[config.mk]
export PLATFORM = sky130hd
export DESIGN_NAME = out_ctl_flat
export DESIGN_NICKNAME = d
export VERILOG_FILES = /design/src/rtl/out_ctl_if.sv /design/src/rtl/out_ctl.sv /design/src/flat_wrapper.sv
export SDC_FILE = /design/constraint.sdc
export NUM_CORES = 1
export LEC_CHECK = 0
export CORE_MARGIN = 5
export CORE_UTILIZATION = 49
export DETAILED_ROUTE_END_ITERATION = 6
export PLACE_DENSITY = 0.88
export SLEW_MARGIN = 20
export SYNTH_ARGS = -nofsm -noshare
export SYNTH_HDL_FRONTEND = slang
export SYNTH_SLANG_ARGS = --single-unit
export TNS_END_PERCENT = 50
[constraint.sdc]
create_clock -name clk -period 2.5 [get_ports clk]
set_clock_uncertainty 0.2 [all_clocks]
set_input_delay 0.375 -clock clk [delete_from_list [all_inputs] [get_ports clk]]
set_output_delay 0.375 -clock clk [all_outputs]
set_load 0.01 [all_outputs]
[src/rtl/out_ctl_if.sv]
// AXI-Stream style output channel carrying accumulator words downstream.
// master drives valid/data/last; slave returns ready.
interface out_ctl_if #(
   parameter int DW = 32
);
   logic          m_tvalid;
   logic [DW-1:0] m_tdata;
   logic          m_tlast;
   logic          m_tready;

   modport master (output m_tvalid, m_tdata, m_tlast, input m_tready);
   modport slave  (input m_tvalid, m_tdata, m_tlast, output m_tready);
endinterface

[src/rtl/out_ctl.sv]
// Output controller: copies N_OUT accumulators per k_fin into a FIFO and streams them out; err only with OUT_CTL_ERR_EN.
// Latency: k_fin at T -> out_re T+1, first m_tvalid T+3, outrf high T+N_OUT+3 (m_tready=1).
// Backpressure: reads stall once FIFO occupancy plus the in-flight read reaches DEPTH; out_busy stays high.

module fifo #(
   parameter int W     = 8,
   parameter int DEPTH = 4
) (
   input  logic                         clk,
   input  logic                         rst,
   input  logic                         push,
   input  logic [W-1:0]                 din,
   input  logic                         pop,
   output logic [W-1:0]                 dout,
   output logic                         empty,
   output logic [$clog2(DEPTH+1)-1:0]   count
);
   localparam int PW = (DEPTH > 1) ? $clog2(DEPTH) : 1;
   localparam int CW = $clog2(DEPTH+1);

   logic [W-1:0]  mem [DEPTH];
   logic [PW-1:0] wp, rp;
   logic          do_push, do_pop;

   function automatic logic [PW-1:0] nxt(input logic [PW-1:0] p);
      return (p == PW'(DEPTH-1)) ? '0 : p + PW'(1);
   endfunction

   // A pop frees the slot in the same cycle, so a push at full is accepted alongside it.
   assign do_pop  = pop && (count != '0);
   assign do_push = push && ((count != CW'(DEPTH)) || do_pop);
   assign dout    = mem[rp];
   assign empty   = (count == '0);

   always_ff @(posedge clk) begin
      if (rst) begin
         wp    <= '0;
         rp    <= '0;
         count <= '0;
      end else begin
         if (do_push) wp <= nxt(wp);
         if (do_pop)  rp <= nxt(rp);
         case ({do_push, do_pop})
            2'b10:   count <= count + CW'(1);
            2'b01:   count <= count - CW'(1);
            default: count <= count;
         endcase
      end
   end

   always_ff @(posedge clk) begin
      if (do_push) mem[wp] <= din;
   end
endmodule

module out_ctl #(
   parameter int N_OUT = 8,
   parameter int N_BLK = 4,
   parameter int DW    = 32,
   parameter int DEPTH = 4
) (
   input  logic                       clk,
   input  logic                       rst,
   input  logic                       s_init,
   input  logic                       k_fin,
   output logic                       out_busy,
   output logic                       outrf,
   output logic                       out_re,
   output logic [$clog2(N_OUT)-1:0]   out_a,
   input  logic [DW-1:0]              acc_d,
   out_ctl_if.master                  m_axis,
   output logic                       err
);
   localparam int AW = $clog2(N_OUT);
   localparam int BW = (N_BLK > 1) ? $clog2(N_BLK) : 1;
   localparam int CW = $clog2(DEPTH+1);

   typedef enum logic {IDLE, RD} state_t;
   typedef struct packed {
      logic          last;
      logic [DW-1:0] data;
   } word_t;

   state_t        state;
   logic [AW-1:0] wc;
   logic [BW-1:0] blk;
   logic          rd_pend, rd_tag, last_rd;
   logic [CW-1:0] fifo_count;
   logic [CW:0]   occ;
   logic          fifo_empty, pop;
   word_t         push_w, head_w;

   // Reserve a FIFO slot for every read in flight so a capture never overflows.
   assign occ      = {1'b0, fifo_count} + (CW+1)'(rd_pend);
   assign out_re   = (state == RD) && (occ < (CW+1)'(DEPTH));
   assign last_rd  = out_re && (wc == AW'(N_OUT-1));
   assign out_a    = wc;
   assign out_busy = k_fin || (state == RD) || rd_pend;
   assign outrf    = (state == IDLE) && !rd_pend && fifo_empty && !k_fin;

   always_ff @(posedge clk) begin
      if (rst) begin
         state   <= IDLE;
         wc      <= '0;
         blk     <= '0;
         rd_pend <= 1'b0;
         rd_tag  <= 1'b0;
      end else begin
         rd_pend <= out_re;
         rd_tag  <= last_rd && (blk == BW'(N_BLK-1));
         case (state)
            IDLE: if (k_fin) begin
               state <= RD;
               wc    <= '0;
            end
            RD: if (out_re) begin
               wc <= wc + AW'(1);
               if (last_rd) state <= IDLE;
            end
            default: state <= IDLE;
         endcase
         if (s_init)       blk <= '0;
         else if (last_rd) blk <= (blk == BW'(N_BLK-1)) ? '0 : blk + BW'(1);
      end
   end

   assign push_w = '{last: rd_tag, data: acc_d};
   assign pop    = m_axis.m_tvalid && m_axis.m_tready;

   fifo #(.W($bits(word_t)), .DEPTH(DEPTH)) u_fifo (
      .clk   (clk),
      .rst   (rst),
      .push  (rd_pend),
      .din   (push_w),
      .pop   (pop),
      .dout  (head_w),
      .empty (fifo_empty),
      .count (fifo_count)
   );

   assign m_axis.m_tvalid = !fifo_empty;
   assign m_axis.m_tdata  = head_w.data;
   assign m_axis.m_tlast  = !fifo_empty && head_w.last;

`ifdef OUT_CTL_ERR_EN
   always_ff @(posedge clk) begin
      if (rst)
         err <= 1'b0;
      else if ((k_fin && ((state != IDLE) || rd_pend)) || (s_init && !outrf))
         err <= 1'b1;
   end
`else
   assign err = 1'b0;
`endif
endmodule

[src/flat_wrapper.sv]
// flat-port wrapper written by rule: the top's interface ports become plain ports
module out_ctl_flat 
#(
   parameter int N_OUT = 8,
   parameter int N_BLK = 4,
   parameter int DW    = 32,
   parameter int DEPTH = 4
)
  (clk, rst, s_init, k_fin, out_busy, outrf, out_re, out_a, acc_d, err, m_axis_m_tvalid, m_axis_m_tdata, m_axis_m_tlast, m_axis_m_tready);
  out_ctl_if #(.DW(DW)) m_axis_i ();
  input  logic clk;
  input  logic rst;
  input  logic s_init;
  input  logic k_fin;
  output logic out_busy;
  output logic outrf;
  output logic out_re;
  output logic [$clog2(N_OUT)-1:0] out_a;
  input  logic [DW-1:0] acc_d;
  output logic err;
  output wire logic [$bits(m_axis_i.m_tvalid)-1:0] m_axis_m_tvalid;
  output wire logic [$bits(m_axis_i.m_tdata)-1:0] m_axis_m_tdata;
  output wire logic [$bits(m_axis_i.m_tlast)-1:0] m_axis_m_tlast;
  input wire logic [$bits(m_axis_i.m_tready)-1:0] m_axis_m_tready;
  assign m_axis_m_tvalid = m_axis_i.m_tvalid;
  assign m_axis_m_tdata = m_axis_i.m_tdata;
  assign m_axis_m_tlast = m_axis_i.m_tlast;
  assign m_axis_i.m_tready = m_axis_m_tready;
  out_ctl #(.N_OUT(N_OUT), .N_BLK(N_BLK), .DW(DW), .DEPTH(DEPTH)) u_core (.clk(clk), .rst(rst), .s_init(s_init), .k_fin(k_fin), .out_busy(out_busy), .outrf(outrf), .out_re(out_re), .out_a(out_a), .acc_d(acc_d), .m_axis(m_axis_i), .err(err));
endmodule
## Word-level counts from Yosys, hierarchy flattened

Memory sizes are Yosys's and may differ from the RTL's. A register that Yosys moved wholly into a read port is not among the register bits.
Index checks and enable logic that the tools add are counted.
Widths: inputs -> output; s select.

- Register bits: 15
- RAM bits: 132
- Input bits: 37
- Output and inout bits: 41
- Logic and storage cells: 63
- Memories: 1

- Add/sub/neg operators: 7
- Magnitude comparators: 1
- Eq/ne operators: 9
- Mux-type cells: 15
- Bitwise gates (word level): 1
- Reduce and logical (&&, ||, !) cells: 21

Memories:

| memory | depth | bits a word | rd ports | clocked after memory_dff | wr ports | RTL line | RTL |
|---|---|---|---|---|---|---|---|
| u_core.u_fifo.mem | 4 | 33 | 1 | 1 | 1 | out_ctl.sv:21 | `logic [W-1:0] mem [DEPTH];` |

Operators with widths:

| cell | count |
|---|---|
| $pmux 3 s2 | 2 |
| $logic_and 1x1->1 | 10 |
| $mux 2 | 5 |
| $eq 2x2->1 const B | 4 |
| $add 2x1->2 const B | 3 |
| $add 3x1->3 const B | 2 |
| $mux 3 | 2 |
| $mux 1 | 5 |
| $add 3x1->4 | 1 |
| $lt 4x3->1 const B | 1 |
| $eq 3x3->1 const B | 1 |
| $logic_not 1->1 | 3 |
| $logic_not 3->1 | 1 |
| $logic_or 1x1->1 | 3 |
| $ne 3x3->1 const B | 1 |
| $reduce_bool 3->1 | 1 |
| $sub 3x1->3 const B | 1 |
| $eq 2x1->1 const B | 1 |
| $ne 2x1->1 const B | 1 |
| $ne 2x2->1 const B | 1 |
| $pmux 1 s2 | 1 |
| $reduce_and 2->1 | 1 |
| $reduce_bool 2->1 | 1 |
| $reduce_or 2->1 | 1 |
| $not 1->1 | 1 |

## Logic depth before layout (Yosys ltp)

Gate-level depths: netlist of the first run.

- Word-level depth: 8
- Depth in mapped cells: 9
- Gate-level depth less buffers: 9

## Cells and area by module

A second synthesis of the first run with hierarchy kept.

- Cell total of the unflattened synthesis: 284
- Area total of the unflattened synthesis: 5,758.0 µm²

Modules (own cells, without submodules):

| module | instances | cells an instance | area an instance (µm²) | sequential area each (µm²) |
|---|---|---|---|---|
| fifo | 1 | 236 | 5,337.6 | 4,144.0 |
| out_ctl | 1 | 48 | 420.4 | 160.2 |

## Least setup slack after synthesis of the first run

No wires, ideal clock.

- Path type: register -> register
- Start: reg u_core.u_fifo.count[0]
- End: reg u_core.u_fifo.count[2]
- Library setup time: 0.071 ns
- Data arrival time: 2.310 ns
- Data required time: 2.229 ns
- Setup slack: -0.081 ns
- Stages on the path, launching flop included: 10
- Path buffers: 0
- Period minus slack after synthesis: 2.581 ns
- Path through: dfxtp_1 -> or4b_4 -> and2_1 -> inv_1 -> ha_1 -> inv_1 -> fa_1 -> xor2_1 -> or3_1 -> a21oi_1

- Word-level cells in the longest chain between the ends: 8
- Elaborated cells on any way between the ends: 14
- Classes of those cells: 2 x add/sub; 3 x eq/ne; 1 x mux; 8 x reduce/logical

RTL lines:

| what | RTL line | RTL |
|---|---|---|
| start: declaration | out_ctl.sv:16 | `output logic [$clog2(DEPTH+1)-1:0] count` |
| start signal: assignment | out_ctl.sv:44 | `2'b10: count <= count + CW'(1);` |
| start signal: assignment | out_ctl.sv:45 | `2'b01: count <= count - CW'(1);` |
| start signal: assignment | out_ctl.sv:46 | `default: count <= count;` |
| $logic_not 3->1 | out_ctl.sv:33 | `assign empty = (count == '0);` |
| $logic_not 1->1 | out_ctl.sv:141 | `assign m_axis.m_tvalid = !fifo_empty;` |
| $logic_and 1x1->1 | out_ctl.sv:128 | `assign pop = m_axis.m_tvalid && m_axis.m_tready;` |
| $logic_and 1x1->1 | out_ctl.sv:30 | `assign do_pop = pop && (count != '0);` |
| $logic_or 1x1->1 | out_ctl.sv:31 | `assign do_push = push && ((count != CW'(DEPTH)) \|\| do_pop);` |
| $logic_and 1x1->1 | out_ctl.sv:31 |  |
| $eq 2x1->1 / $eq 2x2->1 (equally long branches) | out_ctl.sv:43 | `case ({do_push, do_pop})` |
| $pmux 3 s2 / $reduce_bool 2->1 (equally long branches) | n/a |  |

Several ways; a longest one is shown, not always the timed one.
A chain may end at the register's enable or synchronous reset.

## Worst setup path after layout of the first run

- Start: reg u_core.u_fifo.count[1]
- End: reg u_core.u_fifo.count[2]

The elaborated chain is that of the path after synthesis.

==> key figures, run 1 <==
GRT
  – GRT Resource Usage Total: 16.6%
  – Total grt overflow: 0
  – First-pass GRT wire length: 16,500 µm
  – Vias in the first global route: 3,146
  – Initial antenna violation count: 0
  – Largest net degree at the start of global routing: 30

Timing
  – Final number of max-transition violations: 0
  – Max-slew headroom: 56.8%
  – Final setup viols: 0
  – Tightest Pin Transition: 0.646 ns
  – Final worst slack: 0.0779 ns
  – RSZ-0062 raised after global routing: no
  – Fmax: 413 MHz
  – Period utilization: 96.9%
  – Fin Setup TNS: 0 ns
  – Final-report hold violation count: 0
  – Min Tclk post-route: 2.42 ns

Finish
  – Utilization after layout: about two thirds
  – Synth-to-Final Area Change: 30.2%
  – Ant. Diodes: 0
  – Final nets: 422
  – Layout cells sized above 1: a little over a quarter
  – Fill cells: slightly below 800

Power and ir drop
  – Internal cell power: 4970 µW
  – Leakage: between 0.002 and 0.003 µW
  – Seq pwr share: 44.2%
  – Clock share of power: 36.6%
  – Sw Share: a little under a quarter
  – Comb power frac: a little under a fifth
  – P_sw: 1520 µW
  – Peak VDD IR: 0.519 mV
  – Cell Pwr Density: 886 nW/µm²

Placed design
  – Setup Slack @ Placement: -0.497 ns
  – PortBufs: 76
  – Routability Congestion: 0.801
  – Post-detail-place hpwl: roughly 6400 µm

Detailed routing
  – Drt pass-1 iters: 4
  – Routed via count: roughly 2,900
  – Iteration-0 DRC Markers: 136
  – DRC errors left: 0
  – Wirelength per Cell: 19.6 µm
  – Vias/cell: approximately 5.4
  – Post-route ant nets: 0
  – Final wirelength: 10,400 µm

Clock tree
  – Later-pin clock latency in the skew report: 0.40 ns
  – CTS Buf Count: 17
  – Root Buffer: clkbuf_16
  – Max clock buf depth: 2
  – CTS sink cnt: 149
  – Worst-path clk slew: 0.06 ns
  – H-tree level count: 4
  – CTS tree: done
  – Post-CTS Hold Buffers: 0

Job
  – Max-cap check violation count: 0

Logic synthesis
  – Count of cell types in the netlist: 33
  – Post-synth top area cell: edfxtp_1
  – Mapped Nets: 317
  – Seq/Total Area, Yosys: between 70 and 80%
  – #FFs+latches synth: 149
  – Syn Inst Count: 270
  – Top-area cell type share of the netlist area: 70.4%
  – Number of enable flip-flop cells after synthesis: 132
  – Predominant post-synthesis flop cell: edfxtp_1
  – Synth top area cells: edfxtp_1 70%, mux4_2 13%, dfxtp_1 6.0%, ha_1 2.0%, and3_1 0.56%
  – Top-count cell post-synth: edfxtp_1
  – Synth cell count leaders: 132 x edfxtp_1, 33 x mux4_2, 17 x dfxtp_1
  – Mean Syn Cell Area: ~21 µm²
  – Yosys warns: 0
  – Mapped Area: 5630 µm²
  – Ys async rst share: 0%

Worst hold path
  – Hold path depth: 2
  – Hold EP: u_core.blk[1]
  – Hold Crit Class: reg -> reg
  – Min-delay src: u_core.blk[1]

Floorplanning
  – Num ports: 78
  – Cell Rows: 39
  – DIE AREA: 13,700 µm²
  – Die extent in x: 117 µm
  – Core area: 11,300 µm²
  – Vert. Die Dim: 117 µm
  – Initial core utilization: 49.7%

Setup path
  – Critical path startpoint category: flop
  – FF-to-FF End: u_core.u_fifo.count[2]
  – Worst r2r path cells: 9
  – Worst R2R Setup Slack: 0.08 ns
  – Worst R2R Start: u_core.u_fifo.count[1]
  – Critical Path Fanout Max: 2
  – Crit path required time: between 2 and 3 ns
  – Worst Setup End Kind: flop
  – Setup Crit Path Kind: reg -> reg
  – CP arrival: approximately 2.6 ns

Status
  – Status: finished clean
==> flip-flops by register name, summed over array words and instances (netlist names), named ones only <==
signal and count:
u_core.u_fifo.count 3, u_core.rd_pend 1, u_core.out_a 3, u_core.u_fifo.wp 2, u_core.state 1, u_core.u_fifo.rp 2
u_core.u_fifo.mem 132, u_core.rd_tag 1, u_core.blk 2
==> metrics by stage <==
| stage | cell area (µm²) | instances | hold slack [ns] | power, µW |
|---|---|---|---|---|
| 6_report | 7330 | 530 | 0.302 | 6490 |
| 5_1_grt | 7330 | 530 | 0.318 | 6780 |
| 4_1_cts | 7320 | 530 | 0.297 | 6550 |
| 3_5_place_dp | 6760 | 497 | 0.287 | 4220 |
| 3_3_place_gp | 6760 | 497 | 0.249 | 4180 |
| 2_1_floorplan | 5640 | 270 | 0.238 | 3580 |
==> kinds of logic (layout without fill, tap and decap cells) <==
family | Yosys count | in the layout | synth area share (%)
AOI/OAI and AO/OA | 18 | 18 | 2.18
xor gates and xnor gates | 2 | 2 | 0.311
adders and majority gates | 10 | 10 | 2.36
buffers and inverters | 20 | 137 | 1.62
DFF | 149 | 149 | 76.4
muxes | 34 | 34 | 13.4
other | 1 | 1 | 0.0666
and+or+nand+nor | 36 | 36 | 3.64
==> how the worst max path moves through the flow <==
stage	start	endpoint	cells past startpoint
6_report	u_core.u_fifo.count[1]	u_core.u_fifo.count[2]	9
5_1_grt	u_core.rd_pend	out_re	4
4_1_cts	flop	m_axis_m_tdata[23]	4
3_5_place_dp	m_axis_m_tready	u_core.u_fifo.count[2]	10
3_3_place_gp	m_axis_m_tready	u_core.u_fifo.count[2]	10
2_1_floorplan	m_axis_m_tready	u_core.u_fifo.count[2]	9
==> power groups by stage <==
stage          combinational, µW  sequential (µW)  clock, µW
2_1_floorplan                689             2890          0
3_3_place_gp                1280             2900          0
3_5_place_dp                1310             2910          0
4_1_cts                     1260             2870       2420
5_1_grt                     1350             2880       2550
6_report                    1250             2870       2370
==> repair_timing <==
| action | CTS | global route |
|---|---|---|
| endpoints found under the setup margin | 35 | 4 |
| buffers inserted | 1 | 0 |
| cloned | 1 | 0 |
| hold endpoints to repair | 0 | 0 |
| pin swaps | 0 | 0 |
| resized for setup | 39 | 7 |
==> placed cells by master, fill, tap and decap left out, types with 2 or more instances in the layout <==
cell type        count
inv_2                3
clkinvlp_4           2
nand3_1              4
or3_1                5
buf_4               14
clkinv_4             3
nand2b_1             2
bufinv_16            2
buf_12               7
ha_1                 8
a21oi_1              6
nor2_1               7
dlygate4sd2_1       33
nand2_1              3
clkbuf_16           17
edfxtp_1           132
inv_1                5
a211oi_1             3
o211ai_1             3
nor3_1               2
dfxtp_1             14
o21ai_0              3
clkdlybuf4s50_1     41
and3_2               4
xor2_1               2
o31ai_2              2
clkinv_2             4
dfxtp_2              2
mux4_2              33
==> cell type report <==
cell class / count / area (µm²) / area share, %
Timing Repair Buffer: 98 / 987 / 13.5
Clock buffer: 18 / 429 / 5.86
Clock inverter: 13 / 134 / 1.83
Inverter: 8 / 30.0 / 0.410
Multi-Input combinational cell: 101 / 1260 / 17.2
Tap cell: 143 / 179 / 2.44
Sequential cell: 149 / 4310 / 58.8
==> layer usage <==
metal  global-route usage [%]  wire [µm]
met3                     5.40        665
met5                        0          0
met4                     6.96        169
met2                     29.1       5780
met1                     18.7       3780
==> critical path: stages (launching register included) <==
cell     delay [ns]
dfxtp_2        0.33
or4b_4         0.51
and2_4         0.16
inv_2          0.06
ha_4           0.13
inv_2          0.03
fa_2           0.32
xor2_1         0.15
or3_1          0.32
a21oi_1        0.12
Note: power is estimated with default switching activity, not from simulation.
==> run 2: changes to the inputs <==
--- a/config.mk
+++ b/config.mk
@@ -5,9 +5,9 @@
 export SDC_FILE = /design/constraint.sdc
 export NUM_CORES = 1
 export LEC_CHECK = 0
-export CORE_MARGIN = 5
 export CORE_UTILIZATION = 49
 export DETAILED_ROUTE_END_ITERATION = 6
+export GPL_TIMING_DRIVEN = 0
 export PLACE_DENSITY = 0.88
 export SLEW_MARGIN = 20
 export SYNTH_ARGS = -nofsm -noshare
==> key figures, run 2 (synthesis gave the netlist of run 1 again) <==
Status
  – Status: finished clean

Detailed routing
  – Wirelength per Cell: 18.4 µm
  – Routed via count: about 2,800
  – Drt pass-1 iters: 4
  – Iteration-0 DRC Markers: between 100 and 150
  – Post-route ant nets: 0
  – Final wirelength: 9610 µm
  – DRC errors left: 0
  – Vias/cell: roughly 5.5

GRT
  – Vias in the first global route: 2,993
  – Largest net degree at the start of global routing: 22
  – First-pass GRT wire length: 15,300 µm
  – GRT Resource Usage Total: between 15 and 20%
  – Total grt overflow: 0
  – Initial antenna violation count: 0

Placed design
  – Post-detail-place hpwl: 6110 µm
  – Routability Congestion: 0.762
  – # placed instances: 489
  – PortBufs: between 70 and 80
  – Setup Slack @ Placement: -0.552 ns

Timing
  – Period utilization: 99.1%
  – Final-report hold violation count: 0
  – Max-slew headroom: 67.2%
  – Min Tclk post-route: ~2.5 ns
  – RSZ-0062 raised after global routing: yes
  – Final Hold Slack: 0.190 ns
  – Final setup viols: 0
  – Tightest Pin Transition: 0.488 ns
  – Final worst slack: roughly 0.021 ns
  – Final number of max-transition violations: 0
  – Fmax: 403 MHz

Power and ir drop
  – Clock share of power: 37.0%
  – Cell Pwr Density: about 890 nW/µm²
  – Peak VDD IR: 0.489 mV
  – Sw Share: 23.3%
  – Total power: 6460 µW
  – Internal cell power: 4950 µW
  – Comb power frac: 18.3%
  – P_sw: 1510 µW
  – Leakage: 0.00246 µW
  – Seq pwr share: ~45%

Clock tree
  – H-tree level count: 4
  – Max clock buf depth: 2
  – CTS Buf Count: 17
  – CTS sink cnt: 149
  – Later-pin clock latency in the skew report: 0.41 ns
  – Root Buffer: clkbuf_16
  – Post-CTS Hold Buffers: 0
  – CTS tree: done
  – Worst-path clk slew: ~0.060 ns

Floorplanning
  – Core area: 11,000 µm²
  – Die extent in x: 109 µm
  – DIE AREA: 11,900 µm²
  – Vert. Die Dim: 109 µm
  – Cell Rows: 38
  – Initial core utilization: 51.0%
  – Num ports: 78

Setup path
  – CP arrival: 2.62 ns
  – Worst Setup End Kind: flop
  – Setup Crit Path Kind: reg -> reg
  – Critical Path Fanout Max: 7
  – Critical path startpoint category: flop
  – Crit path required time: about 2.6 ns
  – Worst R2R Setup Slack: about 0.021 ns

Finish
  – FF+latch area: 4320 µm²
  – Synth-to-Final Area Change: 29.4%
  – Most flops, register: u_core.u_fifo.mem
  – Footprint of the multi-input gates: 1260 µm²
  – Final cell count without fillers: 521
  – Ant. Diodes: 0
  – Commonest non-fill, non-tap cell in the layout: edfxtp_1
  – Most frequent cells in the layout: 132 x edfxtp_1, 41 x clkdlybuf4s50_1, 33 x mux4_2, 27 x dlygate4sd2_1, 17 x clkbuf_16
  – Fill cells: 767
  – Largest register FFs: roughly 130
  – Final nets: ~420
  – Utilization after layout: between 60% and 70%
  – Layout cells sized above 1: between 20% and 30%

Worst hold path
  – Hold Crit Class: in -> reg

Job
  – Max-cap check violation count: 0
## run 2: cell types whose count changed in the layout (fill, tap and decap cells not counted), sizes merged
cell           before  now
dlygate4sd2        33   27
dlymetal6s2s        0    2
inv                 9    8
clkbuf             18   29
clkdlybuf4s15       1    0
buf                23   11
clkinv              8    5
clkinvlp            2    6
## run 2: timing repair
item                       CTS  global route
setup endpoints to repair   35            10
buffers inserted             2             1
cloned                       0             0
pin swaps                    1             1
gates resized for setup     60            12
## run 2: path summary, 6_finish.rpt
path / startpoint / to / depth (start not counted)
worst max-delay path: u_core.u_fifo.count[1] / u_core.u_fifo.count[2] / 9
worst min-delay path: rst / u_core.blk[1] / 2
worst max register to register: u_core.u_fifo.count[1] / u_core.u_fifo.count[2] / 9
worst min register to register: u_core.rd_tag / u_core.u_fifo.mem[0][32] / 0
## run 2: metrics by stage
step / TNS (ns) / area [µm²]
2_1_floorplan: 0 / 5640
3_3_place_gp: -79.83 / 6560
3_5_place_dp: -4.53 / 6650
4_1_cts: -0.0842 / 7280
5_1_grt: -0.0653 / 7280
6_report: 0 / 7280
## run 2: power groups by stage
stage / Clock (µW) / Combinational (µW) / Sequential (µW)
after floorplan: 0 / 689 / 2890
after global placement: 0 / 1200 / 2900
after detailed placement: 0 / 1230 / 2900
after CTS: 2440 / 1200 / 2890
after global routing: 2560 / 1280 / 2900
final: 2390 / 1180 / 2890
## run 2: final cells by class
type,count,area share [%]
Inverter,8,0.412
Clock inverter,13,1.87
Clock buffer,18,5.89
Tap cell,140,2.40
Multi-Input combinational cell,101,17.4
Buffer,10,1.67
Timing Repair Buffer,82,11.1
Sequential cell,149,59.2
## run 2: layer usage
layer / track usage, % / part of all wire [%] / vias up / wire, µm
met3: 5.80 / 4.5 / 13 / 429
met1: 22.0 / 43 / 1462 / 4100
met5: 0 / 0 / - / 0
met2: 30.7 / 52 / 68 / 4960
li1: - / - / 1299 / -
met4: 6.57 / 1.2 / 0 / 117
## run 2: critical path, stage by stage (launching register included)
cell,delay (ns)
dfxtp_2,0.35
or4b_4,0.52
and2_4,0.17
inv_1,0.08
ha_4,0.14
inv_1,0.05
fa_2,0.32
xor2_1,0.16
or3_1,0.31
a21oi_1,0.12
